===== src/rtl/user_au_pkg.sv =====
// Shared types and I2S frame constants for the audio output path.
package user_au_pkg;

  typedef logic signed [31:0] sample_t;

  localparam int FrameSlots   = 64;
  localparam int LeftMsbSlot  = 1;
  localparam int RightMsbSlot = 33;

endpackage


===== src/rtl/user_au_sck_gen.sv =====
// I2S bit-clock divider: toggles sck every ClkDiv clk cycles and flags the falling edge.
module user_au_sck_gen #(
  parameter int ClkDiv = 4
) (
  input  logic clk_i,
  input  logic rst_ni,
  input  logic en_i,
  output logic sck_o,
  output logic fall_o
);

  localparam int CntW = (ClkDiv > 1) ? $clog2(ClkDiv) : 1;

  logic [CntW-1:0] cnt_q, cnt_d;
  logic            sck_q, sck_d;
  logic            tc;

  always_comb begin
    tc    = (cnt_q == CntW'(ClkDiv - 1));
    cnt_d = tc ? '0 : cnt_q + 1'b1;
    sck_d = sck_q ^ tc;
    if (!en_i) begin
      cnt_d = '0;
      sck_d = 1'b0;
    end
  end

  always_ff @(posedge clk_i or negedge rst_ni) begin
    if (!rst_ni) begin
      cnt_q <= '0;
      sck_q <= 1'b0;
    end else begin
      cnt_q <= cnt_d;
      sck_q <= sck_d;
    end
  end

  // Strobe is high in the cycle whose closing edge drives sck low.
  assign fall_o = en_i & tc & sck_q;
  assign sck_o  = sck_q;

endmodule


===== src/rtl/user_au_i2s_tx.sv =====
// I2S controller-mode transmitter: one mono sample per frame, sent on both channels.
module user_au_i2s_tx
  import user_au_pkg::*;
#(
  parameter int ClkDiv      = 4,
  parameter int SampleWidth = 32
) (
  input  logic                          clk_i,
  input  logic                          rst_ni,
  input  logic                          en_i,
  input  logic signed [SampleWidth-1:0] data_i,
  input  logic                          valid_i,
  output logic                          ready_o,
  output logic                          sck_o,
  output logic                          ws_o,
  output logic                          sd_o,
  output logic                          underrun_o
);

  localparam int SlotW = $clog2(FrameSlots);

  logic [SlotW-1:0]              slot_q, slot_d;
  logic signed [SampleWidth-1:0] hold_q, hold_d;
  logic signed [SampleWidth-1:0] shift_q, shift_d;
  logic                          hold_valid_q, hold_valid_d;
  logic                          ws_q, ws_d;
  logic                          sd_q, sd_d;
  logic                          underrun_q, underrun_d;
  logic                          sck_fall;
  logic                          load;

  user_au_sck_gen #(
    .ClkDiv(ClkDiv)
  ) u_sck_gen (
    .clk_i (clk_i),
    .rst_ni(rst_ni),
    .en_i  (en_i),
    .sck_o (sck_o),
    .fall_o(sck_fall)
  );

  assign ready_o = !hold_valid_q;

  always_comb begin
    slot_d       = slot_q;
    hold_d       = hold_q;
    hold_valid_d = hold_valid_q;
    shift_d      = shift_q;
    ws_d         = ws_q;
    sd_d         = sd_q;
    underrun_d   = 1'b0;
    load         = 1'b0;

    if (!en_i) begin
      slot_d  = '0;
      shift_d = '0;
      ws_d    = 1'b0;
      sd_d    = 1'b0;
    end else if (sck_fall) begin
      slot_d = (slot_q == SlotW'(FrameSlots - 1)) ? '0 : slot_q + 1'b1;
      ws_d   = (slot_d >= SlotW'(RightMsbSlot - 1));
      if (slot_d == SlotW'(LeftMsbSlot)) begin
        load       = 1'b1;
        shift_d    = hold_valid_q ? hold_q : '0;
        underrun_d = !hold_valid_q;
      end else begin
        // Rotating keeps the sample intact so the right slot replays it.
        shift_d = {shift_q[SampleWidth-2:0], shift_q[SampleWidth-1]};
      end
      sd_d = shift_d[SampleWidth-1];
    end

    if (load) begin
      hold_valid_d = 1'b0;
    end
    if (valid_i && ready_o) begin
      hold_valid_d = 1'b1;
      hold_d       = data_i;
    end
  end

  always_ff @(posedge clk_i or negedge rst_ni) begin
    if (!rst_ni) begin
      slot_q       <= '0;
      hold_q       <= '0;
      hold_valid_q <= 1'b0;
      shift_q      <= '0;
      ws_q         <= 1'b0;
      sd_q         <= 1'b0;
      underrun_q   <= 1'b0;
    end else begin
      slot_q       <= slot_d;
      hold_q       <= hold_d;
      hold_valid_q <= hold_valid_d;
      shift_q      <= shift_d;
      ws_q         <= ws_d;
      sd_q         <= sd_d;
      underrun_q   <= underrun_d;
    end
  end

  assign ws_o       = ws_q;
  assign sd_o       = sd_q;
  assign underrun_o = underrun_q;

endmodule

===== config.mk =====
export PLATFORM = sky130hd
export DESIGN_NAME = user_au_i2s_tx
export DESIGN_NICKNAME = d
export VERILOG_FILES = /design/src/rtl/user_au_pkg.sv /design/src/rtl/user_au_sck_gen.sv /design/src/rtl/user_au_i2s_tx.sv
export SDC_FILE = /design/constraint.sdc
export NUM_CORES = 1
export LEC_CHECK = 0
export CAP_MARGIN = 25
export CORE_UTILIZATION = 62
export DETAILED_ROUTE_END_ITERATION = 6
export PLACE_DENSITY = 0.95
export SLEW_MARGIN = 30
export SYNTH_ARGS = -nofsm -noshare
export SYNTH_HDL_FRONTEND = slang
export SYNTH_HIERARCHICAL = 1
export SYNTH_SLANG_ARGS = --single-unit

===== constraint.sdc =====
create_clock -name clk_i -period 3.3 [get_ports clk_i]
set_clock_uncertainty 0.1 [all_clocks]
set_input_delay 0.66 -clock clk_i [delete_from_list [all_inputs] [get_ports clk_i]]
set_output_delay 0.66 -clock clk_i [all_outputs]
set_load 0.01 [all_outputs]

# Yosys cells after proc, flatten, opt, wreduce, memory -nomap -nowiden
# Cells that the tools add are included.
# W data, S select, Z words.
[word_totals] ff_bits=77 inputBits=36 output_inout_bits=5
[op_classes] addsub=2 order_cmp=1 n_eq_ne=4 mux=22 n_bitwise=3 n_reduce_logical=3
[op_table] cell="$mux W32" count=4
[op_table] cell="$mux W6" count=3
[op_table] cell="$mux W1" count=13
[op_table] cell="$add A6 B1 Y6 const B" count=1
[op_table] cell="$eq A6 B1 Y1 const B" count=1
[op_table] cell="$eq A6 B6 Y1 const B" count=1
[op_table] cell="$ge A6 B6 Y1 const B" count=1
[op_table] cell="$mux W2" count=2
[op_table] cell="$add A2 B1 Y2 const B" count=1
[op_table] cell="$and A1 B1 Y1" count=2
[op_table] cell="$eq A2 B2 Y1 const B" count=1
[op_table] cell="$ne A2 B1 Y1 const B" count=1
[op_table] cell="$reduce_bool A2 Y1" count=1
[op_table] cell="$logic_and A1 B1 Y1" count=1
[op_table] cell="$logic_not A1 Y1" count=1
[op_table] cell="$xor A1 B1 Y1" count=1

# Depth between registers and ports, before layout
# Gate-level depths: netlist (run 1).
[depth] depth_word=8 mapped_depth=8 ltp_nobuf=6

# By module
# Netlist (run 1), hierarchy kept.
[by_module_without_submodules] module="user_au_i2s_tx" n_inst=1 cells_per_inst=358 area_each_um2=4048.9 seq_area_each_um2=1826.8
[by_module_without_submodules] module="user_au_sck_gen" n_inst=1 cells_per_inst=9 area_each_um2=123.9 seq_area_each_um2=75.1

# Least setup slack after synthesis (run 1)
# OpenSTA, ideal clock, no wires.
[synth_timing] path_type="input port to flip-flop" startpoint="input port en_i" endpoint="register shift_q[10]" setup_ns=0.090 arrival_ns=1.970 required_ns=3.110 slack_ns=1.140 cell_stages=7 n_path_buf=3 path_cell_list="and3_2 buf_2 and2_1 clkbuf_1 clkbuf_1 nand4_1 o221ai_2"
[synth_via] elab_chain_cells=3
[synth_lines] element="from (decl)" line="user_au_i2s_tx.sv:10" source="input logic en_i,"
[synth_lines] element="$and A1 B1 Y1 (2 in a row)" line="user_au_sck_gen.sv:39" source="assign fall_o = en_i & tc & sck_q;"
[synth_lines] element="$ne A2 B1 Y1 (no line)"
[synth_lines] element="to (signal assigned)" line="user_au_i2s_tx.sv:95" source="shift_q <= shift_d;"
[synth_lines] element="to (decl)" line="user_au_i2s_tx.sv:24" source="logic signed [SampleWidth-1:0] shift_q, shift_d;"
# Several ways; a longest one is shown, not always the timed one.
# A chain may end at the register's enable or synchronous reset.

# Worst setup path after layout (run 1)
[layout_timing] startpoint="input port en_i" endpoint="register shift_q[30]"
[layout_via] elab_chain_cells=3
[layout_lines] element="$and A1 B1 Y1 (2 in a row)" line="user_au_sck_gen.sv:39"
[layout_lines] element="via sck_fall" line="user_au_i2s_tx.sv:29" source="logic sck_fall;"
[layout_lines] element="$ne A2 B1 Y1 (no line)"
# The timed path passes the listed nets, and every way through them passes these cells.

==> results of run 1 <==
metrics by stage:
step / power [mW] / utilization, % / hold slack (ns) / worst slack [ns]
floorplan: 1.08 / - / 0.264 / 1.14
detailed placement: 1.17 / 71.5 / 0.334 / 0.503
finish: 1.95 / 75.1 / 0.212 / 0.811
global placement: 1.16 / 71.4 / 0.323 / 0.623
global route: 2.01 / 75.1 / 0.287 / 0.621
CTS: 1.96 / 75.0 / 0.344 / 0.834
report_power, final:
group | internal [mW] | total, mW | leakage (nW) | switching, mW
sequential | 0.983 | 1.02 | 1.00 | 0.0338
clock | 0.445 | 0.800 | 0.105 | 0.355
combinational | 0.0787 | 0.134 | 0.809 | 0.0548
total | 1.51 | 1.95 | 1.92 | 0.444
state kept, by name, summed over array words and instances (netlist names):
name	cells
u_sck_gen/sck_o	1
ws_o	1
u_sck_gen/cnt_q	2
hold_q	32
underrun_o	1
slot_q	6
hold_valid_q	1
shift_q	32
area by class of cell:
| type | instances | area share (%) |
|---|---|---|
| inverters | 5 | 0.389 |
| clock buffers | 10 | 2.85 |
| flip-flops and latches | 76 | 39.4 |
| repair buffers | 54 | 10.8 |
| clock inverters | 6 | 1.82 |
| well taps | 77 | 2.00 |
| multi-input cells | 239 | 42.7 |
final timing paths:
kind / end / slack [ns]
max: shift_q[30]$_DFFE_PN0P_ / 0.81
min: slot_q[2]$_DFFE_PN0P_ / 0.21
max reg2reg: hold_valid_q$_DFFE_PN0P_ / 0.96
min reg2reg: u_sck_gen/cnt_q[0]$_DFF_PN0_ / 0.34
max in group asynchronous: shift_q[15]$_DFFE_PN0P_ / 2.40
min in group clk_i: u_sck_gen/cnt_q[0]$_DFF_PN0_ / 0.34
layout by cell type (no fill, tap or decap), types with 2 or more instances in the layout:
cell / instances
clkinvlp_4: 3
xor2_1: 3
o221ai_1: 3
nor2_1: 5
a31oi_1: 32
inv_1: 4
mux2_2: 30
a21oi_1: 2
nor3b_1: 2
o221ai_2: 29
nand4_1: 33
a21o_1: 3
o21ai_0: 2
dfrtp_1: 76
clkdlybuf4s50_1: 39
ha_1: 3
nor2b_1: 32
clkbuf_8: 10
and2_1: 2
mux2_1: 3
nand2_1: 3
bufinv_16: 2
o2111ai_1: 32
buf_4: 13
routing by layer:
metal | vias to the layer above | share of wire (%) | global-route usage (%)
met4 | 0 | 2.8 | 11.3
met2 | 193 | 50 | 49.8
met5 | - | 0 | 0
li1 | 1490 | - | -
met3 | 27 | 7.0 | 6.23
met1 | 1714 | 40 | 42.6
logic make-up (layout without fill, tap and decap cells):
group                    count (synthesis)  in the layout  synth area share (%)
buffers and inverters                   52             75                  5.55
adder cells (fa/ha/maj)                  3              3                 0.900
AO/OA/AOI/OAI                          109            109                  24.7
AND/OR/NAND/NOR                         89             89                  13.3
multiplexers                            34             34                  9.15
XOR/XNOR                                 4              4                 0.840
flip-flops                              76             76                  45.6
==> flow_summary.json, run 1 <==
{
  "status": "finished with violations",
  "violations": "DRC",
  "place_area_um2": 4590,
  "placedCellCount": 451,
  "syn_area_um2": 4170,
  "cts-root-buf": "clkbuf_8",
  "worst_slew_pin_slew_ns": 0.719,
  "cts_resized": 0,
  "slew_headroom_pct": 52.1,
  "slowest_delay_ns": 0.59,
  "synth_top_flop_cell": "dfrtp_1",
  "crit_chain": "clkdlybuf4s50_1 -> and3_2 -> buf_4 -> nor2b_1 -> a31oi_1 -> o221ai_2",
  "io_pins": 41,
  "setup_viol": 0,
  "critPathSlowestCell": "buf_4",
  "fill_cells": 399,
  "worstHoldPathType": "input pin to asynchronous set/reset pin",
  "synth_cell_types": 40,
  "worst_setup_path_end_kind": "register",
  "diodes": 0,
  "async_reset_ff_share_pct": 100,
  "power.density_nw_per_um2": 404,
  "cts_tree": "yes",
  "globalplace.congestion": 0.851,
  "hold_viol": 0,
  "dieArea_um2": 7060,
  "post_drt_wl_per_cell_um": 21.6,
  "fin_setup_tns_ns": 0,
  "layout.cells.non_filler": 467,
  "antenna_found_initial": 0,
  "cp_max_fo": 72,
  "cts_setup_buffers": 0,
  "cts_htree_levels": 3,
  "startpoint_type": "input pin",
  "numCtsBuffers": 9,
  "grt_pass1_wl_um": 17400,
  "crit_start": "en_i",
  "max_freq_mhz": 402,
  "cts.path.max_buffers": 2,
  "cp.depth": 6,
  "yosys.area.top_type": "dfrtp_1",
  "synth_cells": 367,
  "r2r_cells": 6,
  "ys_warn_count": 6,
  "grt-ovfl-total": 0,
  "r2r-start": "slot_q[1]$_DFFE_PN0P_",
  "maxSlewViolCount": 0,
  "rsz0062_at_grt": "false",
  "synth_commonest_cells": "dfrtp_1, clkbuf_1, nand4_1, nor2b_1",
  "synth.most_common_cell": "dfrtp_1",
  "synth_area_leaders": "dfrtp_1, o221ai_2, mux2_2, o2111ai_1, nand4_1",
  "worstPathArrival_ns": 2.62,
  "hpwlAfterDp_um": 5780,
  "layout_worst_path_cycle_share_pct": 75.4,
  "synth_top_area_share_pct": 45.6,
  "layout-drive-gt1-share_pct": 25.6,
  "synthToLayoutAreaGrowth_pct": 15.6,
  "seq_area_um2": 1900,
  "first_global_vias": 3397,
  "cts_sinks": 76,
  "crit_type": "input pin to register",
  "ys_seq_area_share_pct": 45.6,
  "dr.first_iter.drc_count": 431,
  "grt_max_degree": 77,
  "fin_nets": 424,
  "insertion_delay_ns": 0.36,
  "p_leak_nw": 1.92,
  "initial_utilization_pct": 65.0,
  "syn_nets": 406,
  "via_per_inst": 7.33,
  "final_antenna_net_count": 0,
  "min_period_ns": 2.49,
  "port_buffers": 40,
  "synth-seq-cells": 76,
  "crit_family": "buffers and inverters",
  "core_um2": 6420,
  "multi_input_area_um2": 2060,
  "fin_area_um2": 4820,
  "route.detailed.drc": 4,
  "vdd_drop_max_uv": 278,
  "cap_violations": 0,
  "required_ns": 3.43,
  "die_y_um": 84.0,
  "vias": 3424,
  "ctsHoldBuffers": 0,
  "die_x_um": 84.0,
  "grt_usage_pct": 31.2,
  "clk_pin_slew_ns": 0.09,
  "worst-path-buf-inv": 2,
  "num_rows": 29,
  "avgSynthCellArea_um2": 11.4,
  "totalWireLength_um": 10100,
  "first_pass_iters": 7,
  "synth_edf_count": 0
}
Power figures use the tool's default switching activity.
==> inputs of run 2 (changes only) <==
--- a/config.mk
+++ b/config.mk
@@ -6,9 +6,9 @@
 export NUM_CORES = 1
 export LEC_CHECK = 0
 export CAP_MARGIN = 25
-export CORE_UTILIZATION = 62
+export CORE_UTILIZATION = 52
 export DETAILED_ROUTE_END_ITERATION = 6
-export PLACE_DENSITY = 0.95
+export PLACE_DENSITY = 0.86
 export SLEW_MARGIN = 30
 export SYNTH_ARGS = -nofsm -noshare
 export SYNTH_HDL_FRONTEND = slang
==> constraint.sdc (replaced) <==
create_clock -name clk_i -period 2.2 [get_ports clk_i]
set_clock_uncertainty 0.1 [all_clocks]
set_input_delay 0.44 -clock clk_i [delete_from_list [all_inputs] [get_ports clk_i]]
set_output_delay 0.44 -clock clk_i [all_outputs]
set_load 0.01 [all_outputs]
==> run 2 against run 1 <==
  * The run now ends clean
  * Via count decreased by 1.8%
  * Sequential power is 49% higher
  * Combinational power grew 57%
  * Largest power group unchanged
==> flow_summary.json, run 2 (synthesis gave the netlist of run 1 again) <==
{
  "status": "finished, final reports clean",
  "port_buffers": 40,
  "intPower_mw": 2.27,
  "hpwlAfterDp_um": 5750,
  "final_antenna_net_count": 0,
  "cts_tree": "yes",
  "vdd_drop_max_uv": 396,
  "min_period_ns": 2.11,
  "cp_max_fo": 16,
  "comb_power_share_pct": 7.2,
  "fin_area_um2": 4990,
  "startpoint_type": "register",
  "final_core_util_pct": 64.6,
  "first_pass_iters": 4,
  "final_cell_mix": "dfrtp_1, clkdlybuf4s50_1, nand4_1",
  "reg2reg_slack_ns": 0.09,
  "num_rows": 32,
  "worstHoldPathType": "register to register",
  "rsz0062_at_grt": "false",
  "reg.largest.list": "hold_q (32), shift_q (32), slot_q (6)",
  "endpoint": "shift_q[24]$_DFFE_PN0P_",
  "grt_pass1_wl_um": 16100,
  "synthToLayoutAreaGrowth_pct": 19.7,
  "die_x_um": 91.6,
  "place_area_um2": 4760,
  "post_drt_wl_per_cell_um": 19.0,
  "totalWireLength_um": 9480,
  "p_leak_nw": 1.99,
  "initial_utilization_pct": 54.0,
  "cts_htree_levels": 3,
  "clockPowerShare_pct": 40.6,
  "setup_viol": 0,
  "fin_nets": 432,
  "cts_setup_buffers": 0,
  "layout_worst_path_cycle_share_pct": 95.9,
  "grt_usage_pct": 24.3,
  "slew_headroom_pct": 65.4,
  "crit_type": "register to register",
  "dieArea_um2": 8390,
  "insertion_delay_ns": 0.36,
  "grt-ovfl-total": 0,
  "dr.first_iter.drc_count": 272,
  "worst_setup_path_end_kind": "register",
  "io_pins": 41,
  "layout.cells.non_filler": 500,
  "swShare_pct": 22.3,
  "crit_start": "slot_q[1]$_DFFE_PN0P_",
  "fin_setup_tns_ns": 0,
  "max_freq_mhz": 474,
  "worst_slew_pin_slew_ns": 0.519,
  "p_seq_share_pct": 52.2,
  "vias": 3363,
  "cts-root-buf": "clkbuf_8",
  "route.detailed.drc": 0,
  "seq_area_um2": 1900,
  "antenna_found_initial": 0,
  "diodes": 0,
  "grt_max_degree": 73,
  "maxSlewViolCount": 0,
  "hold_viol": 0,
  "clk_pin_slew_ns": 0.08,
  "core_um2": 7730,
  "multi_input_area_um2": 2060,
  "r2r-start": "slot_q[1]$_DFFE_PN0P_",
  "cts_sinks": 76,
  "worstPathArrival_ns": 2.28,
  "layout-drive-gt1-share_pct": 26.6,
  "numCtsBuffers": 9,
  "totalPowerFinal_mw": 2.92,
  "fill_cells": 580,
  "globalplace.congestion": 0.811,
  "first_global_vias": 3286,
  "die_y_um": 91.6,
  "power.density_nw_per_um2": 585,
  "cap_violations": 0,
  "worst_r2r_endpoint": "shift_q[24]$_DFFE_PN0P_",
  "p_sw_mw": 0.650,
  "required_ns": 2.37,
  "cts.path.max_buffers": 2,
  "placedCellCount": 483,
  "final_common_cell": "dfrtp_1",
  "r2r_cells": 6,
  "via_per_inst": 6.73
}
-- run 2: layout make-up --
type | instances | share of cell area [%]
Clock buffer | 12 | 2.91
Clock inverter | 4 | 1.45
Inverter | 5 | 0.376
Multi-Input combinational cell | 239 | 41.3
Sequential cell | 76 | 38.1
Tap cell | 102 | 2.56
Timing Repair Buffer | 62 | 13.3
-- run 2: power by group through the flow --
stage	sequential, mW	clock (mW)	combinational, mW
2_1_floorplan	1.53	0	0.0910
3_3_place_gp	1.55	0	0.204
3_5_place_dp	1.55	0	0.212
4_1_cts	1.52	1.20	0.214
5_1_grt	1.53	1.26	0.231
6_report	1.52	1.19	0.210
-- run 2: metal layers --
layer	GRT usage [%]	wire length, um	vias up
met5	0	0	-
met4	9.39	161	0
met3	4.77	582	21
met2	39.3	4590	154
met1	32.1	4150	1682
li1	-	-	1506
-- run 2: critical path, cell delays in order, from the launching register on --
cell	delay (ns)
dfrtp_1	0.46
ha_1	0.25
a21oi_1	0.06
or3b_1	0.41
o21a_2	0.30
buf_12	0.24
o221ai_2	0.20
-- run 2: repair_timing --
item                                    CTS  global route
hold buffers                              1             0
endpoints found under the setup margin    0            22
endpoints found under the hold margin    37             0
gates resized for setup                   0             1
-- run 2: worst min-delay path by stage --
stage                                       startpoint                           end  slack [ns]  depth (start not counted)
after CTS                 u_sck_gen/cnt_q[0]$_DFF_PN0_  u_sck_gen/cnt_q[0]$_DFF_PN0_        0.35                          1
after floorplan                                 rst_ni         hold_q[0]$_DFFE_PN0P_        0.04                          0
after detailed placement  u_sck_gen/cnt_q[0]$_DFF_PN0_  u_sck_gen/cnt_q[0]$_DFF_PN0_        0.34                          1
after global placement    u_sck_gen/cnt_q[0]$_DFF_PN0_  u_sck_gen/cnt_q[0]$_DFF_PN0_        0.32                          1
after global routing      u_sck_gen/cnt_q[0]$_DFF_PN0_  u_sck_gen/cnt_q[0]$_DFF_PN0_        0.36                          1
final                     u_sck_gen/cnt_q[0]$_DFF_PN0_  u_sck_gen/cnt_q[0]$_DFF_PN0_        0.34                          1
-- run 2: per-stage QoR --
step,hold slack (ns),setup slack [ns]
after floorplan,0.0444,0.161
after global placement,0.323,0.117
after detailed placement,0.337,0.0484
after CTS,0.347,0.0345
after global routing,0.356,0.00123
final,0.343,0.0911
==> inputs of run 3 (changes only) <==
--- a/config.mk
+++ b/config.mk
@@ -9,7 +9,6 @@
 export CORE_UTILIZATION = 52
 export DETAILED_ROUTE_END_ITERATION = 6
 export PLACE_DENSITY = 0.86
-export SLEW_MARGIN = 30
 export SYNTH_ARGS = -nofsm -noshare
 export SYNTH_HDL_FRONTEND = slang
 export SYNTH_HIERARCHICAL = 1
==> results of run 3 <==
No change in the layout: final DEF, timing and power equal those of run 2.
